[config.mk]
export PLATFORM = sky130hd
export DESIGN_NAME = mem_access_ctrl_flat
export DESIGN_NICKNAME = d
export VERILOG_FILES = /design/src/rtl/mem_access_ctrl_if.sv /design/src/rtl/mem_access_ctrl.sv /design/src/flat_wrapper.sv
export SDC_FILE = /design/constraint.sdc
export NUM_CORES = 1
export LEC_CHECK = 0
export ABC_CLOCK_PERIOD_IN_PS = 1700
export BUFFER_PORTS_ARGS = -buffer_cell sky130_fd_sc_hd__buf_2
export CELL_PAD_IN_SITES_DETAIL_PLACEMENT = 1
export CELL_PAD_IN_SITES_GLOBAL_PLACEMENT = 1
export CORE_ASPECT_RATIO = 0.75
export CORE_UTILIZATION = 34
export CTS_CLUSTER_DIAMETER = 100
export DETAILED_ROUTE_END_ITERATION = 16
export HOLD_SLACK_MARGIN = 0.02
export PLACE_DENSITY_LB_ADDON = 0.1
export SYNTH_ARGS = -nofsm -noshare
export SYNTH_HDL_FRONTEND = slang
export SYNTH_SLANG_ARGS = --single-unit
[constraint.sdc]
create_clock -name clk -period 1.7 [get_ports clk]
set_input_delay 0.255 -clock clk [delete_from_list [all_inputs] [get_ports clk]]
set_output_delay 0.255 -clock clk [all_outputs]
set_load 0.1 [all_outputs]
[src/rtl/mem_access_ctrl_if.sv]
// Request/response handshake and data-memory port bundle for mem_access_ctrl.
//   req_*  : datapath request (valid/ready), store byte, word address
//   rsp_*  : load result / error back to the datapath (valid/ready)
//   mem_*  : data memory port (combinational read, synchronous byte write)
// slave modport is the controller side; master is the datapath + memory side.
interface mem_access_ctrl_if #(
   parameter int unsigned ADDR_W = 8,
   parameter int unsigned DATA_W = 16
);
   logic              req_valid;
   logic              req_ready;
   logic              req_we;
   logic [1:0]        req_size;
   logic              req_signed;
   logic [ADDR_W-1:0] req_addr;
   logic [7:0]        req_wdata;
   logic              rsp_valid;
   logic              rsp_ready;
   logic [DATA_W-1:0] rsp_rdata;
   logic              rsp_err;
   logic [ADDR_W-1:0] mem_address;
   logic              mem_write;
   logic [7:0]        mem_data_in;
   logic [DATA_W-1:0] mem_data_out;

   modport slave (
      input  req_valid, req_we, req_size, req_signed, req_addr, req_wdata,
      input  rsp_ready, mem_data_out,
      output req_ready, rsp_valid, rsp_rdata, rsp_err,
      output mem_address, mem_write, mem_data_in
   );

   modport master (
      output req_valid, req_we, req_size, req_signed, req_addr, req_wdata,
      output rsp_ready, mem_data_out,
      input  req_ready, rsp_valid, rsp_rdata, rsp_err,
      input  mem_address, mem_write, mem_data_in
   );
endinterface

[src/rtl/mem_access_ctrl.sv]
// Load/store controller between the processor datapath and a 64 x 16 data memory.
// One request at a time: accept, check, sequence one READ or WRITE cycle, then
// hold the response until the datapath takes it.
//   clk, rst_n : clock, asynchronous active-low reset
//   bus        : mem_access_ctrl_if.slave (request, response and memory port)
module mem_access_ctrl #(
   parameter int unsigned ADDR_W    = 8,
   parameter int unsigned DATA_W    = 16,
   parameter int unsigned MEM_DEPTH = 64
) (
   input  logic                clk,
   input  logic                rst_n,
   mem_access_ctrl_if.slave    bus
);

   localparam logic [1:0] SIZE_LO   = 2'b00;
   localparam logic [1:0] SIZE_HI   = 2'b01;
   localparam logic [1:0] SIZE_WORD = 2'b10;
   localparam logic [1:0] SIZE_RSVD = 2'b11;

   typedef enum logic [1:0] {IDLE, READ, WRITE, RESP} state_t;

   state_t            state_q, state_d;
   logic              we_q, we_d;
   logic [1:0]        size_q, size_d;
   logic              signed_q, signed_d;
   logic [ADDR_W-1:0] addr_q, addr_d;
   logic [7:0]        wdata_q, wdata_d;
   logic              req_ready_q, req_ready_d;
   logic              rsp_valid_q, rsp_valid_d;
   logic [DATA_W-1:0] rsp_rdata_q, rsp_rdata_d;
   logic              rsp_err_q, rsp_err_d;
   logic              mem_write_q, mem_write_d;

   logic              accept_c;
   logic              req_bad_c;

   // Byte select plus optional sign extension of a loaded word.
   function automatic logic [DATA_W-1:0] format_load(input logic [DATA_W-1:0] word,
                                                      input logic [1:0]        size,
                                                      input logic              sgn);
      logic [7:0] byte_v;
      logic       ext;
      byte_v = (size == SIZE_HI) ? word[15:8] : word[7:0];
      ext    = sgn & byte_v[7];
      if (size == SIZE_WORD) return word;
      return {{(DATA_W-8){ext}}, byte_v};
   endfunction

   assign accept_c  = bus.req_valid && req_ready_q;

   // Rejected at accept time: out of range, reserved size, or non-byte store.
   assign req_bad_c = (32'(bus.req_addr) >= MEM_DEPTH) ||
                      (bus.req_size == SIZE_RSVD) ||
                      (bus.req_we && (bus.req_size != SIZE_LO));

   // State and registered outputs.
   always_ff @(posedge clk or negedge rst_n) begin
      if (!rst_n) begin
         state_q     <= IDLE;
         we_q        <= 1'b0;
         size_q      <= 2'b00;
         signed_q    <= 1'b0;
         addr_q      <= '0;
         wdata_q     <= 8'h00;
         req_ready_q <= 1'b1;
         rsp_valid_q <= 1'b0;
         rsp_rdata_q <= '0;
         rsp_err_q   <= 1'b0;
         mem_write_q <= 1'b0;
      end else begin
         state_q     <= state_d;
         we_q        <= we_d;
         size_q      <= size_d;
         signed_q    <= signed_d;
         addr_q      <= addr_d;
         wdata_q     <= wdata_d;
         req_ready_q <= req_ready_d;
         rsp_valid_q <= rsp_valid_d;
         rsp_rdata_q <= rsp_rdata_d;
         rsp_err_q   <= rsp_err_d;
         mem_write_q <= mem_write_d;
      end
   end

   // Next state and next values of the registered outputs.
   always_comb begin
      state_d     = state_q;
      we_d        = we_q;
      size_d      = size_q;
      signed_d    = signed_q;
      addr_d      = addr_q;
      wdata_d     = wdata_q;
      rsp_valid_d = rsp_valid_q;
      rsp_rdata_d = rsp_rdata_q;
      rsp_err_d   = rsp_err_q;
      mem_write_d = 1'b0;

      case (state_q)
         IDLE: begin
            if (accept_c) begin
               we_d     = bus.req_we;
               size_d   = bus.req_size;
               signed_d = bus.req_signed;
               addr_d   = bus.req_addr;
               wdata_d  = bus.req_wdata;
               if (req_bad_c) begin
                  state_d     = RESP;
                  rsp_valid_d = 1'b1;
                  rsp_err_d   = 1'b1;
                  rsp_rdata_d = '0;
               end else if (bus.req_we) begin
                  state_d     = WRITE;
                  mem_write_d = 1'b1;
               end else begin
                  state_d     = READ;
               end
            end
         end
         READ: begin
            state_d     = RESP;
            rsp_valid_d = 1'b1;
            rsp_err_d   = 1'b0;
            rsp_rdata_d = we_q ? '0 : format_load(bus.mem_data_out, size_q, signed_q);
         end
         WRITE: begin
            state_d     = RESP;
            rsp_valid_d = 1'b1;
            rsp_err_d   = 1'b0;
            rsp_rdata_d = '0;
         end
         RESP: begin
            if (bus.rsp_ready) begin
               state_d     = IDLE;
               rsp_valid_d = 1'b0;
               rsp_err_d   = 1'b0;
               rsp_rdata_d = '0;
            end
         end
         default: begin
            state_d     = IDLE;
            rsp_valid_d = 1'b0;
         end
      endcase

      req_ready_d = (state_d == IDLE);
   end

   assign bus.req_ready   = req_ready_q;
   assign bus.rsp_valid   = rsp_valid_q;
   assign bus.rsp_rdata   = rsp_rdata_q;
   assign bus.rsp_err     = rsp_err_q;
   assign bus.mem_address = addr_q;
   assign bus.mem_write   = mem_write_q;
   assign bus.mem_data_in = wdata_q;

endmodule

[src/flat_wrapper.sv]
// flat-port wrapper written by rule: the top's interface ports become plain ports
module mem_access_ctrl_flat 
#(
   parameter int unsigned ADDR_W    = 8,
   parameter int unsigned DATA_W    = 16,
   parameter int unsigned MEM_DEPTH = 64
)
  (clk, rst_n, bus_req_valid, bus_req_we, bus_req_size, bus_req_signed, bus_req_addr, bus_req_wdata, bus_rsp_ready, bus_mem_data_out, bus_req_ready, bus_rsp_valid, bus_rsp_rdata, bus_rsp_err, bus_mem_address, bus_mem_write, bus_mem_data_in);
  mem_access_ctrl_if #(.ADDR_W(ADDR_W), .DATA_W(DATA_W)) bus_i ();
  input  logic clk;
  input  logic rst_n;
  input wire logic [$bits(bus_i.req_valid)-1:0] bus_req_valid;
  input wire logic [$bits(bus_i.req_we)-1:0] bus_req_we;
  input wire logic [$bits(bus_i.req_size)-1:0] bus_req_size;
  input wire logic [$bits(bus_i.req_signed)-1:0] bus_req_signed;
  input wire logic [$bits(bus_i.req_addr)-1:0] bus_req_addr;
  input wire logic [$bits(bus_i.req_wdata)-1:0] bus_req_wdata;
  input wire logic [$bits(bus_i.rsp_ready)-1:0] bus_rsp_ready;
  input wire logic [$bits(bus_i.mem_data_out)-1:0] bus_mem_data_out;
  output wire logic [$bits(bus_i.req_ready)-1:0] bus_req_ready;
  output wire logic [$bits(bus_i.rsp_valid)-1:0] bus_rsp_valid;
  output wire logic [$bits(bus_i.rsp_rdata)-1:0] bus_rsp_rdata;
  output wire logic [$bits(bus_i.rsp_err)-1:0] bus_rsp_err;
  output wire logic [$bits(bus_i.mem_address)-1:0] bus_mem_address;
  output wire logic [$bits(bus_i.mem_write)-1:0] bus_mem_write;
  output wire logic [$bits(bus_i.mem_data_in)-1:0] bus_mem_data_in;
  assign bus_i.req_valid = bus_req_valid;
  assign bus_i.req_we = bus_req_we;
  assign bus_i.req_size = bus_req_size;
  assign bus_i.req_signed = bus_req_signed;
  assign bus_i.req_addr = bus_req_addr;
  assign bus_i.req_wdata = bus_req_wdata;
  assign bus_i.rsp_ready = bus_rsp_ready;
  assign bus_i.mem_data_out = bus_mem_data_out;
  assign bus_req_ready = bus_i.req_ready;
  assign bus_rsp_valid = bus_i.rsp_valid;
  assign bus_rsp_rdata = bus_i.rsp_rdata;
  assign bus_rsp_err = bus_i.rsp_err;
  assign bus_mem_address = bus_i.mem_address;
  assign bus_mem_write = bus_i.mem_write;
  assign bus_mem_data_in = bus_i.mem_data_in;
  mem_access_ctrl #(.ADDR_W(ADDR_W), .DATA_W(DATA_W), .MEM_DEPTH(MEM_DEPTH)) u_core (.clk(clk), .rst_n(rst_n), .bus(bus_i));
endmodule
==> flow_summary.json, run 1 <==
{
  "run_status": "finished with violations",
  "violations": "negative setup slack",
  "antenna_found_initial": 0,
  "buffer_ports.inserted": 75,
  "syn_nets": 200,
  "whs_endpoint": "u_core.bus.mem_data_in[2]",
  "initial_utilization_pct": 36.37,
  "worst_path_largest_cell_delay_ns": 0.63,
  "gp_congestion": 0.7810,
  "cp_data_required_time_ns": 1.87,
  "layout.area.seq_um2": 1056,
  "clkSinkCount": 42,
  "timing.max_cap.violations": 0,
  "yosysWarningCount": 0,
  "n_antenna_cell": 0,
  "cts.clk_slew.worst_paths_ns": 0.08,
  "path_cells": "o211ai_1 -> o221a_4 -> nor2_8 -> buf_12 -> mux2_2",
  "timing.critical_path.from_type": "flop",
  "multi_input_comb_area_um2": 897.1,
  "routed_via_density": 4.575,
  "finalHoldWorstSlack_ns": 0.1910,
  "placed_area_um2": 2516,
  "slack_of_the_critical_path_ns": -0.02079,
  "grt_remaining_overflow": 0,
  "synthFlopType": "sky130_fd_sc_hd__dfrtp_1",
  "max-slew-margin-rel_pct": 67.58,
  "r2r_cells": 5,
  "routed_wirelength_um": 4828,
  "antenna_left": 0,
  "core-area_um2": 5525,
  "worstHoldPathType": "in2reg",
  "final.min_clock_period_ns": 1.721,
  "cts_post_setup_buffers_inserted": 0,
  "async_flop_share_pct": 100.0,
  "final_layout_size_suffix_gt1_share_pct": 55.00,
  "grt_use_total_pct": 16.19,
  "path_max_fanout": 9,
  "setup.reg_to_reg.worst_slack_ns": -0.02,
  "postSynthCellCount": 156,
  "grt_pass1_wl_um": 7700,
  "critical_path.slowest_cell": "sky130_fd_sc_hd__dfstp_4",
  "numCtsBuffers": 5,
  "pin_count": 76,
  "final_design_area_no_fill_um2": 2643,
  "cts_resized": 0,
  "grt_max_degree": 25,
  "post-dp-hpwl_um": 3727,
  "yosys.cell_types.count": 29,
  "yosys_register_bits": 42,
  "syn_avg_cell_area_um2": 12.88,
  "synth_enable_flop_cells": 0,
  "worst_slew_pin_slew_ns": 0.4863,
  "routed_wire_length_per_instance_um": 15.33,
  "numPlacedInstances": 305,
  "finalCritPeriodShare_pct": 101.2,
  "dieHeight_um": 68.58,
  "worstPathArrival_ns": 1.89,
  "ys_seq_area_share_pct": 52.37,
  "rr_endpoint": "u_core.bus.rsp_rdata[11]",
  "synth.cell_area_um2": 2009,
  "num-fill-cells": 639,
  "setup.worst_path.class": "reg2reg",
  "fmax_mhz": 581.1,
  "rsz0062_at_grt": "true",
  "drc": 0,
  "timing_hold_violations_final": 0,
  "core.rowCount": 23,
  "synthToLayoutAreaGrowth_pct": 31.51,
  "layout.cells.non_filler": 315,
  "worst_hold_path_stage_count": 2,
  "routed-via-count": 1441,
  "clock_latency_ns": 0.29,
  "die_width_um": 90.77,
  "critical_path.reg2reg.startpoint": "u_core.bus.req_ready",
  "endpoint_kind": "flop",
  "detail_route.first_pass.iterations": 2,
  "ctsRootBufferMaster": "sky130_fd_sc_hd__clkbuf_8",
  "first_global_vias": 1539,
  "tritoncts": "built",
  "cts_max_path_buffers": 2,
  "layout.nets": 283,
  "dr.first_iter.drc_count": 28,
  "timing_max_transition_violations_final": 0,
  "finalSetupViolations": 6,
  "worst_clock_skew_ns": 0.008161,
  "hold_start": "bus_req_wdata[2]",
  "fp.dieArea_um2": 6225,
  "cts.htree.levels": 2
}
worst max path at each step:
stage                               startpoint                        to  slack (ns)  cells past startpoint
final                     u_core.bus.req_ready  u_core.bus.rsp_rdata[11]       -0.02                      5
after global routing      u_core.bus.req_ready  u_core.bus.rsp_rdata[11]       -0.08                      5
after floorplan           u_core.bus.req_ready   u_core.bus.rsp_rdata[0]       -0.21                      5
after global placement    u_core.bus.req_ready   u_core.bus.rsp_rdata[9]        0.01                      5
after detailed placement  u_core.bus.req_ready  u_core.bus.rsp_rdata[13]       -0.03                      5
after CTS                 u_core.bus.req_ready  u_core.bus.rsp_rdata[11]       -0.05                      5
stage by stage:
step	TNS (ns)	worst slack, ns	utilization [%]
finish	-0.07715	-0.02079	47.83
global route	-0.9296	-0.07804	47.83
CTS	-0.3413	-0.05468	47.37
detailed placement	-0.1861	-0.03195	45.54
global placement	0	0.01388	45.54
floorplan	-2.802	-0.2087	-
layout by cell type, fill, tap and decap left out, drive strengths merged, types with 2 or more instances in the layout:
master,n
mux2i,10
a21oi,2
ha,4
nand2,19
o21ai,3
o22ai,2
nor2,13
buf,80
nand2b,2
dfrtp,41
clkbuf,8
mux2,37
inv,5
flip-flops by register name, summed over array words and instances, names as in the netlist:
register and count:
u_core.bus.rsp_rdata 16, u_core.bus.mem_address 8, u_core.bus.mem_data_in 8, u_core.size_q 2, u_core.state_q 2, u_core.bus.mem_write 1
u_core.bus.req_ready 1, u_core.bus.rsp_err 1, u_core.bus.rsp_valid 1, u_core.signed_q 1, u_core.we_q 1
per-layer routing:
metal  share of wire [%]  track usage, %  wire [µm]  vias up
li1                    -               -          -      706
met1                  48           21.35       2321      699
met2                  46           26.23       2228       32
met3                 4.8           4.496        234        4
met4                0.91           5.357         44        0
met5                   0               0          0        -
final cells by class:
class,instances,share of cell area [%]
Timing Repair Buffer,82,18.37
Clock buffer,7,3.267
Multi-Input combinational cell,103,33.95
Sequential cell,42,39.96
Inverter,5,0.7102
Tap cell,75,3.551
Clock inverter,1,0.1894
worst max-delay path, delay by kind of cell (launching register included):
kind	cells	cell delay [ns]
AND/OR/NAND/NOR	1	0.12
AO/OA/AOI/OAI	2	0.37
multiplexers	1	0.34
buffers and inverters	1	0.14
flip-flops	1	0.63
cells in the mapped netlist, drive strengths merged (3+ instances only):
cell type / count / share of area, %
dfrtp: 41 / 51
mux2: 37 / 23
nand2: 19 / 3.5
nor2: 13 / 3.2
mux2i: 10 / 5.0
inv: 5 / 0.93
buf: 4 / 1.7
ha: 4 / 2.5
o21ai: 3 / 0.75
cell families after synthesis:
| group | synth area share, % |
|---|---|
| flip-flops | 52.37 |
| adder cells (fa/ha/maj) | 2.491 |
| AO/OA/AOI/OAI | 4.982 |
| AND/OR/NAND/NOR | 9.465 |
| buffers and inverters | 3.113 |
| multiplexers | 27.58 |
what timing repair did:
item | 4_1_cts | 5_1_grt
hold endpoints to repair | 18 | 0
hold buffers | 1 | 0
cloned | 0 | 1
endpoints found under the setup margin | 9 | 17
Power of run 1 is not shown: default switching activity piles up to over one toggle a cycle in this logic, so the estimate is an artifact.
==> run 2: changes to the inputs <==
Settings changed: CORE_MARGIN from default to 4, RECOVER_POWER from default to 50.
==> run 2 against run 1 <==
The run still ends with negative setup slack left. Worst hold slack worse by 0.0056 ns. Sequential share of layout area is 1.3 points lower. Via count is 1.7% higher. Cell area is 3.5% higher. Highest routed layer unchanged.
==> flow_summary.json, run 2 (synthesized netlist as in run 1, its figures left out) <==
{
  "most-common-layout-cells": "sky130_fd_sc_hd__buf_2 (64), sky130_fd_sc_hd__dfrtp_1 (41), sky130_fd_sc_hd__mux2_2 (24)",
  "num-fill-cells": 626,
  "worst_hold_path_stage_count": 2,
  "routed_wire_length_per_instance_um": 15.92,
  "fp.dieArea_um2": 7217,
  "tritoncts": "built",
  "buffer_ports.inserted": 75,
  "core.rowCount": 23,
  "routed-via-count": 1465,
  "n_antenna_cell": 0,
  "first_global_vias": 1680,
  "numPlacedInstances": 308,
  "numCtsBuffers": 5,
  "routed_wirelength_um": 5078,
  "r2r_cells": 5,
  "final_layout_size_suffix_gt1_share_pct": 55.74,
  "layout.cells.non_filler": 319,
  "routed_via_density": 4.592,
  "grt_use_total_pct": 14.57,
  "timing_hold_violations_final": 0,
  "timing_max_transition_violations_final": 0,
  "timing.max_cap.violations": 0,
  "dr.first_iter.drc_count": 20,
  "pin_count": 76,
  "cts_max_path_buffers": 2,
  "worst_slew_pin_slew_ns": 0.9318,
  "detail_route.first_pass.iterations": 4,
  "antenna_left": 0,
  "gp_congestion": 0.7300,
  "antenna_found_initial": 0,
  "final.min_clock_period_ns": 1.725,
  "drc": 0,
  "final_design_area_no_fill_um2": 2734,
  "worstHoldPathType": "in2reg",
  "ctsRootBufferMaster": "sky130_fd_sc_hd__clkbuf_8",
  "run_status": "finished with violations",
  "largest_reg_flops": 16,
  "cts.clk_slew.worst_paths_ns": 0.09,
  "worst_clock_skew_ns": 0.006909,
  "cp_data_required_time_ns": 1.88,
  "violations": "negative setup slack",
  "dieHeight_um": 74.58,
  "grt_max_degree": 22,
  "core-area_um2": 5525,
  "synthToLayoutAreaGrowth_pct": 36.05,
  "fmax_mhz": 579.6,
  "worstPathArrival_ns": 1.90,
  "finalCritPeriodShare_pct": 101.5,
  "endpoint_kind": "flop",
  "layout.nets": 287,
  "timing.critical_path.from_type": "flop",
  "clkSinkCount": 42,
  "placed_area_um2": 2541,
  "grt_pass1_wl_um": 8259,
  "cts.htree.levels": 2,
  "grt_remaining_overflow": 0,
  "max-slew-margin-rel_pct": 37.88,
  "slack_of_the_critical_path_ns": -0.02533,
  "die_width_um": 96.77,
  "post-dp-hpwl_um": 3991,
  "rsz0062_at_grt": "true",
  "mostFrequentLayoutCell": "sky130_fd_sc_hd__buf_2",
  "initial_utilization_pct": 36.37,
  "path_max_fanout": 9,
  "clock_latency_ns": 0.29,
  "setup.worst_path.class": "reg2reg",
  "finalSetupViolations": 4,
  "setup.reg_to_reg.worst_slack_ns": -0.03
}
run 2: cell type report:
type | instances | area, µm² | share of cell area (%)
tap | 75 | 93.84 | 3.432
timing repair buffer | 86 | 519.2 | 18.99
multi-input combinational | 103 | 908.4 | 33.23
clock buffer | 5 | 68.82 | 2.517
clock inverter | 3 | 68.82 | 2.517
inverter | 5 | 18.77 | 0.6865
sequential | 42 | 1056 | 38.63
run 2: path summary, 6_finish.rpt:
path                                    startpoint                   endpoint
min in group asynchronous                    rst_n            u_core.signed_q
setup reg to reg              u_core.bus.req_ready   u_core.bus.rsp_rdata[11]
hold reg to reg            u_core.bus.rsp_rdata[9]    u_core.bus.rsp_rdata[9]
setup / recovery              u_core.bus.req_ready   u_core.bus.rsp_rdata[11]
max in group asynchronous                    rst_n       u_core.bus.req_ready
hold / removal                     bus_req_addr[4]  u_core.bus.mem_address[4]
run 2: critical path, cell delays in order (launching register included):
cell                       delay, ns
sky130_fd_sc_hd__dfstp_4        0.63
sky130_fd_sc_hd__o211ai_1       0.11
sky130_fd_sc_hd__o221a_4        0.26
sky130_fd_sc_hd__nor2_8         0.13
sky130_fd_sc_hd__buf_12         0.15
sky130_fd_sc_hd__mux2_2         0.33
run 2: stage by stage:
step                      utilization, %  hold slack [ns]  setup TNS [ns]  worst slack [ns]
after floorplan                        -         -0.04059          -2.802           -0.2087
after global placement             45.99           0.1928               0           0.01467
after detailed placement           45.99           0.2037         -0.2206          -0.04244
after CTS                          49.43           0.1725         -0.2739          -0.04471
after global routing               49.48           0.1731          -1.356           -0.1142
final                              49.48           0.1854        -0.09709          -0.02533
run 2: metal layers:
metal | global-route usage (%) | up-vias | wire length [µm]
li1 | - | 711 | -
met1 | 17.97 | 718 | 2262
met3 | 4.592 | 2 | 235
met2 | 25.31 | 34 | 2560
met4 | 3.738 | 0 | 19
met5 | 0 | - | 0
run 2: timing repair:
item	4_1_cts	5_1_grt
cloned	1	0
endpoints found under the hold margin	15	0
setup buffers	1	0
hold buffers	1	0
gates resized for setup	3	1
setup endpoints to repair	14	17
Power of run 2 is left out for the same reason.
